--- config.mk ---
export PLATFORM = sky130hd
export DESIGN_NAME = time_entry
export DESIGN_NICKNAME = d
export VERILOG_FILES = /design/src/rtl/time_entry_pkg.sv /design/src/rtl/time_entry_key_edge.sv /design/src/rtl/time_entry.sv
export SDC_FILE = /design/constraint.sdc
export NUM_CORES = 1
export LEC_CHECK = 0
export CAP_MARGIN = 20
export CORE_ASPECT_RATIO = 0.75
export CORE_UTILIZATION = 60
export DETAILED_ROUTE_END_ITERATION = 8
export DONT_BUFFER_PORTS = 1
export HOLD_SLACK_MARGIN = 0.1
export PLACE_DENSITY_LB_ADDON = 0.2
export SETUP_SLACK_MARGIN = 0.4
export SLEW_MARGIN = 20
export SYNTH_ARGS = -nofsm -noshare
export SYNTH_HDL_FRONTEND = slang
export SYNTH_HIERARCHICAL = 1
export SYNTH_SLANG_ARGS = --single-unit
--- constraint.sdc ---
create_clock -name clk -period 3.2 [get_ports clk]
set_clock_uncertainty 0.15 [all_clocks]
set_input_delay 0.8 -clock clk [delete_from_list [all_inputs] [get_ports clk]]
set_output_delay 0.8 -clock clk [all_outputs]
set_load 0.02 [all_outputs]
--- src/rtl/time_entry_pkg.sv ---
// Shared types, limits and the BCD helper for the time-entry block.
package time_entry_pkg;

   typedef enum logic [2:0] {
      ST_IDLE     = 3'd0,
      ST_EDIT_HR  = 3'd1,
      ST_EDIT_MIN = 3'd2,
      ST_EDIT_SEC = 3'd3,
      ST_LOAD     = 3'd4
   } state_t;

   localparam logic [6:0] HR_MAX = 7'd23;
   localparam logic [6:0] MS_MAX = 7'd59;

   localparam logic [1:0] FS_NONE = 2'b00;
   localparam logic [1:0] FS_HR   = 2'b01;
   localparam logic [1:0] FS_MIN  = 2'b10;
   localparam logic [1:0] FS_SEC  = 2'b11;

   typedef struct packed {
      logic       valid;
      logic [6:0] value;
   } bcd_result_t;

   // Two BCD digits to binary, checked against an upper limit. The value is
   // only meaningful when valid is set; legal inputs never exceed 99, so
   // seven bits hold the full result before the caller narrows it.
   function automatic bcd_result_t bcd_to_bin(input logic [7:0] bcd,
                                              input logic [6:0] max_val);
      bcd_result_t res;
      logic [6:0]  tens;
      logic [6:0]  units;
      tens      = {3'b000, bcd[7:4]};
      units     = {3'b000, bcd[3:0]};
      res.value = tens * 7'd10 + units;
      res.valid = (bcd[7:4] <= 4'd9) && (bcd[3:0] <= 4'd9) && (res.value <= max_val);
      return res;
   endfunction

endpackage

--- src/rtl/time_entry_key_edge.sv ---
// Key conditioner: two-flop synchronizer followed by a rising-edge detector.
// A held key yields a single one-cycle press pulse.
module key_edge (
   input  logic clk,
   input  logic rst,
   input  logic key_i,
   output logic press_o
);

   logic sync1_q;
   logic sync2_q;
   logic prev_q;

   // Synchronize the raw button level and remember the previous synced value.
   // NOTE: sequential state always uses non-blocking assignments so every flop
   // samples the pre-edge value of its neighbour.
   always_ff @(posedge clk or posedge rst) begin
      if (rst) begin
         sync1_q <= 1'b0;
         sync2_q <= 1'b0;
         prev_q  <= 1'b0;
      end else begin
         sync1_q <= key_i;
         sync2_q <= sync1_q;
         prev_q  <= sync2_q;
      end
   end

   // prev starts at 0 after reset, so a key held through reset still fires once.
   assign press_o = sync2_q & ~prev_q;

endmodule

--- src/rtl/time_entry.sv ---
// Time-entry front end: walks the user through hours, minutes and seconds
// from BCD switches, then offers the result to the clock counter.
module time_entry
   import time_entry_pkg::*;
(
   input  logic       clk,
   input  logic       rst,
   input  logic       key_enter,
   input  logic       key_cancel,
   input  logic [7:0] sw_bcd,
   input  logic       load_ready,
   output logic       load_valid,
   output logic [4:0] load_hr,
   output logic [5:0] load_min,
   output logic [5:0] load_sec,
   output logic       edit_active,
   output logic [1:0] field_sel,
   output logic       err
);

   logic        enter_evt;
   logic        cancel_evt;

   state_t      state_q, state_d;
   logic [4:0]  hr_q, hr_d;
   logic [5:0]  min_q, min_d;
   logic [5:0]  sec_q, sec_d;
   logic        err_q, err_d;

   logic [6:0]  field_max;
   bcd_result_t conv;

   key_edge u_enter (
      .clk     (clk),
      .rst     (rst),
      .key_i   (key_enter),
      .press_o (enter_evt)
   );

   key_edge u_cancel (
      .clk     (clk),
      .rst     (rst),
      .key_i   (key_cancel),
      .press_o (cancel_evt)
   );

   // The hours field has a tighter limit than minutes and seconds.
   assign field_max = (state_q == ST_EDIT_HR) ? HR_MAX : MS_MAX;
   assign conv      = bcd_to_bin(sw_bcd, field_max);

   // State and captured fields; everything clears asynchronously on reset.
   always_ff @(posedge clk or posedge rst) begin
      if (rst) begin
         state_q <= ST_IDLE;
         hr_q    <= '0;
         min_q   <= '0;
         sec_q   <= '0;
         err_q   <= 1'b0;
      end else begin
         state_q <= state_d;
         hr_q    <= hr_d;
         min_q   <= min_d;
         sec_q   <= sec_d;
         err_q   <= err_d;
      end
   end

   // Next-state and field-capture logic; cancel takes priority over enter.
   always_comb begin
      // NOTE: every variable gets a hold default first so no path infers a latch.
      state_d = state_q;
      hr_d    = hr_q;
      min_d   = min_q;
      sec_d   = sec_q;
      err_d   = err_q;

      unique case (state_q)
         ST_IDLE: begin
            if (enter_evt) state_d = ST_EDIT_HR;
         end

         ST_EDIT_HR, ST_EDIT_MIN, ST_EDIT_SEC: begin
            if (cancel_evt) begin
               state_d = ST_IDLE;
               hr_d    = '0;
               min_d   = '0;
               sec_d   = '0;
               err_d   = 1'b0;
            end else if (enter_evt) begin
               if (conv.valid) begin
                  err_d = 1'b0;
                  unique case (state_q)
                     ST_EDIT_HR: begin
                        hr_d    = conv.value[4:0];
                        state_d = ST_EDIT_MIN;
                     end
                     ST_EDIT_MIN: begin
                        min_d   = conv.value[5:0];
                        state_d = ST_EDIT_SEC;
                     end
                     default: begin
                        sec_d   = conv.value[5:0];
                        state_d = ST_LOAD;
                     end
                  endcase
               end else begin
                  err_d = 1'b1;
               end
            end
         end

         ST_LOAD: begin
            if (load_ready) state_d = ST_IDLE;
         end

         default: state_d = ST_IDLE;
      endcase
   end

   // Status outputs decoded only from the registered state.
   always_comb begin
      edit_active = 1'b0;
      field_sel   = FS_NONE;
      load_valid  = 1'b0;
      unique case (state_q)
         ST_EDIT_HR: begin
            edit_active = 1'b1;
            field_sel   = FS_HR;
         end
         ST_EDIT_MIN: begin
            edit_active = 1'b1;
            field_sel   = FS_MIN;
         end
         ST_EDIT_SEC: begin
            edit_active = 1'b1;
            field_sel   = FS_SEC;
         end
         ST_LOAD:  load_valid = 1'b1;
         default:  ;
      endcase
   end

   assign load_hr  = hr_q;
   assign load_min = min_q;
   assign load_sec = sec_q;
   assign err      = err_q;

endmodule

Word-level counts from Yosys, hierarchy flattened --
Index checks and enable logic that the tools add are counted.
Cells by class: eq/ne operators 9, reduce and logical (&&, ||, !) cells 14, bitwise operators 4, multipliers 1, magnitude comparators 3, multiplexer cells 26, $add $sub $neg 1
Operators with widths (number):
- 2-to-1 mux 6 bit | 9
- 2-to-1 mux 5 bit | 4
- AND reduction 4 bit | 4
- 2-to-1 mux 3 bit | 5
- one-hot mux 3 bit (3 select lines) | 1
- <= comparator 4 bit (second input constant) | 2
- nonzero test 2 bit | 4
- adder 7 x 4 -> 7 bit | 1
- <= comparator 7 x 6 -> 1 bit | 1
- equality test 3 x 2 -> 1 bit (second input constant) | 2
- multiplier 4 x 3 -> 6 bit (second input constant) | 1
- inequality test 3 x 1 -> 1 bit (second input constant) | 2
- one-hot mux 2 bit (3 select lines) | 1
- one-hot mux 3 bit (2 select lines) | 1
- 2-to-1 mux 1 bit | 5
- inequality test 2 bit (second input constant) | 2
- equality test 3 x 1 -> 1 bit (second input constant) | 1
- equality test 3 bit (second input constant) | 1
- zero test 3 bit | 1
- OR reduction 3 bit | 1
- bitwise AND 1 bit | 2
- logical AND 1 bit | 2
- inequality test 2 x 1 -> 1 bit (second input constant) | 1
- NOT 1 bit | 2
- 2 further kinds | 2
Word-level totals: bits in registers 27, logic and storage cells 69

Depth between registers and ports, before layout --
depth in word-level cells 8, mapped depth 12

By module --
Netlist, hierarchy kept.
Modules (own cells, without submodules):
- time_entry | area each 1425.1 sq um, instances 1, cells an instance 143
- key_edge | area each 92.6 sq um, instances 2, cells an instance 5

Worst setup path after synthesis --
No wires, ideal clock.
kind input-to-reg, from input port sw_bcd[5], to register hr_q[0] (netlist: load_hr[0]), path buffers 0, slack -0.303 ns, library setup time 0.120 ns, data arrival time 3.234 ns, stages 10, cells stage by stage ha_1 > ha_1 > inv_1 > fa_1 > nand2b_1 > or4_4 > a2111oi_4 > o21ai_2 > and3_1 > a31o_1
On the way: cells in the longest elaborated chain, start to end 6
RTL lines:
- from (decl) | line time_entry.sv:10 | input logic [7:0] sw_bcd,
- multiplier 4 x 3 -> 6 bit | line time_entry_pkg.sv:35 | res.value = tens * 7'd10 + units;
- adder 7 x 4 -> 7 bit | line time_entry_pkg.sv:35
- <= comparator 7 x 6 -> 1 bit | line time_entry_pkg.sv:36 | res.valid = (bcd[7:4] <= 4'd9) && (bcd[3:0] <= 4'd9) && (res.value <= max_val);
- logical AND 1 bit * | line time_entry_pkg.sv:36
- nonzero test 2 bit (no source line) *
- AND reduction 4 bit (no source line) *
- to (signal assigned) | line time_entry.sv:61 | hr_q <= hr_d;
- to (decl) | line time_entry.sv:25 | logic [4:0] hr_q, hr_d;
Mark *: on every way between the ends. The rest lies on a longest branch, timed or not. A chain may end at the register's enable or synchronous reset.

Worst setup path in the final report --
from input port sw_bcd[5], to register hr_q[1] (netlist: load_hr[1])
The elaborated chain is that of the path after synthesis.

==> flow_metrics.tcl <==
set metrics [dict create \
    vdd_drop_max_v 0.000524 \
    grt_overflow_total 0 \
    instances_no_fill 208 \
    clockRootBuffer "clkbuf_4" \
    critPathRequiredTime_ns 3.28 \
    hold_violations 0 \
    period_share 0.988 \
    synth_edf_count 0 \
    crit_chain "ha_4 -> ha_4 -> inv_2 -> fa_2 -> nand2b_4 -> or4_4 -> a2111oi_4 -> o21ai_4 -> and3_4 -> a31o_1" \
    grt_pass1_vias 1356 \
    antenna_cells 0 \
    run_status "finished, final reports clean" \
    cap_violations 0 \
    synthCells 153 \
    setup_ws_ns 0.0400 \
    yosysUniqueCellTypes 46 \
    initial_core_util 0.665 \
    die_x_um 61.8 \
    p_leak_nw 0.897 \
    slowest_delay_ns 0.48 \
    hold_start "u_enter/sync1_q" \
    core_area_um2 2420 \
    grt_max_degree 22 \
    worst_slew_pin_slew_ns 0.802 \
    dpl_cell_area_um2 1850 \
    async_flop_share 1.00 \
    cp_slowest_cell "or4_4" \
    powerDensity_nw_per_um2 664 \
    dieArea_um2 2900 \
    die_h_um 46.9 \
    placed_cells 202 \
    crit_arrival_ns 3.24 \
    gp_congestion 0.824 \
    ioPinCount 35 \
    timing_worst_setup_path_type "primary input to register" \
    drive_above_1_share 0.293 \
    min_path_type "register to register" \
    ant_nets 0 \
    cts_tree "yes" \
    syn_nets 177 \
    worstPathMaxFanout 5 \
    drt-initial-drc-count 57 \
    yosysSeqAreaShare 0.420 \
    ys_warn_count 6 \
    r2r_slack_ns 0.16 \
    finalSetupViolCount 0 \
    vias_per_cell 6.52 \
    r2r_cells 10 \
    worstSetupStartpointType "primary input" \
    period_needed_ns 3.16 \
    r2r_start "state_q[0]" \
    cts.htree.levels 1 \
    final_cell_area_um2 1960 \
    reg2reg_to "load_min[0]" \
    io_buffers 0 \
    critPathBufInv 1 \
    fmax_mhz 316 \
    worst_hold_path.endpoint "u_enter/sync2_q" \
    critPathMostFrequentCell "ha_4" \
    drcViolationCount 0 \
    first_pass_iters 4 \
    rsz0062_at_grt "true" \
    drt_wl_total_um 4390 \
    critPathTopFamily "simple AND/OR/NAND/NOR gates" \
    whs_path_depth 0 \
    clk_pin_slew_worst_paths_ns 0.14 \
    slew_headroom 0.465 \
    fin_nets 199 \
    cts_num_sinks 27 \
    synth.cell_area_um2 1610 \
    synthToLayoutAreaGrowth_pct 21.4 \
    grt_usage 0.308 \
    synth_ff_type "dfrtp_1" \
    cts_buffers 3 \
    clk-insertion-delay-late_ns 0.33 \
    power_w 0.00130 \
    dp_slack_ns -0.414 \
    worst_setup_path_end_kind "register" \
    vias 1356 \
    synth-seq-cells 27 \
    dp_hpwl_um 3110 \
    syn_area_per_cell_um2 10.5 \
    antenna_found_initial 0 \
    rows 15 \
    wl_per_cell_um 21.1 \
    final_max_slew_viol_count 0 \
    grt_first_pass_wirelength_um 6200 \
    cts.path.max_buffers 2 \
]
power by group:
part,switching (W),internal (W),leakage [nW],total [W]
sequential,0.000150,0.000413,0.326,0.000563
combinational,0.000336,0.000250,0.556,0.000586
clock,0.000101,0.0000490,0.0150,0.000150
how the worst max path moves through the flow:
stage / startpoint / end / slack, ns / depth (start not counted)
floorplan: sw_bcd[7] / load_hr[0] / -0.26 / 10
global placement: sw_bcd[7] / load_hr[1] / -0.35 / 10
detailed placement: sw_bcd[7] / load_hr[1] / -0.41 / 10
CTS: sw_bcd[5] / load_hr[1] / 0.0005 / 10
global route: sw_bcd[7] / load_hr[1] / -0.02 / 13
finish: sw_bcd[5] / load_hr[1] / 0.04 / 10
layout by cell type (no fill, tap or decap), types with 2 or more instances in the layout:
cell type / n
ha_1: 6
nor2_1: 6
nand3_1: 2
dfrtp_1: 27
xor2_1: 2
o21ai_0: 4
nor2b_4: 2
o21ai_2: 2
a2111oi_4: 3
nand2_1: 14
a31o_1: 2
a21o_1: 3
ha_4: 2
o21ai_4: 2
mux2i_1: 8
clkbuf_4: 3
o21ai_1: 9
inv_1: 13
a32o_1: 6
buf_6: 2
buf_4: 17
nor2b_1: 4
and3_4: 2
cells in the mapped netlist (2+ instances only):
master     count  share of area
xor2_1         3          0.016
dfrtp_1       27           0.42
o21ai_2        3          0.016
a21o_1         3          0.014
ha_1           9          0.070
nor2b_1        4          0.016
nand3_1        2         0.0062
a32o_1         6          0.037
mux2i_1        8          0.050
a2111oi_2      2          0.019
inv_1         14          0.033
nand2b_1       2         0.0078
nand2_1       14          0.033
and3_1         2         0.0078
nor2_1         6          0.014
nor2b_4        2          0.017
o21ai_1        4          0.012
xnor2_1        2          0.011
and4_1         2          0.011
fa_1           2          0.025
a31o_1         2          0.011
o21ai_0       10          0.031
layer usage:
layer / global-route usage / routed length, um
met5: 0 / 0
met4: 0.124 / 185
met3: 0.0799 / 329
met2: 0.542 / 2280
met1: 0.365 / 1600
cell type report:
cell class / instances / area, um2
multi-input cells: 108 / 995
flip-flops and latches: 27 / 676
fillers: 152 / 465
repair buffers: 20 / 160
inverters: 15 / 56.3
well taps: 34 / 42.5
clock buffers: 4 / 26.3
through the flow:
| stage | utilization | TNS, ns | hold slack (ns) |
|---|---|---|---|
| 2_1_floorplan | - | -3.79 | 0.181 |
| 3_3_place_gp | 0.765 | -5.85 | 0.188 |
| 3_5_place_dp | 0.765 | -7.24 | 0.195 |
| 4_1_cts | 0.802 | 0 | 0.226 |
| 5_1_grt | 0.808 | -0.0397 | 0.230 |
| 6_report | 0.808 | 0 | 0.225 |
repair_timing:
item | 4_1_cts | 5_1_grt
pin swaps | 4 | 2
setup buffers | 1 | 0
endpoints found under the setup margin | 21 | 22
hold buffers | 1 | 0
resized for setup | 11 | 4
endpoints found under the hold margin | 6 | 0
logic make-up (layout without fill, tap and decap cells):
group                      Yosys count  in the layout  synth area share
AOI/OAI and AO/OA                   41             41             0.210
DFF                                 27             27             0.420
buffers and inverters               18             39            0.0474
muxes                                8              8            0.0497
and+or+nand+nor                     43             43             0.152
xor gates and xnor gates             5              5            0.0272
adders and majority gates           11             11            0.0948
flip-flops by register name, indices dropped and copies added, names as in the netlist:
signal / flops
err: 1
load_sec: 6
u_enter/prev_q: 1
u_cancel/sync1_q: 1
u_cancel/sync2_q: 1
load_hr: 5
u_cancel/prev_q: 1
u_enter/sync1_q: 1
state_q: 3
load_min: 6
u_enter/sync2_q: 1
(Power assumes the default switching activity.)
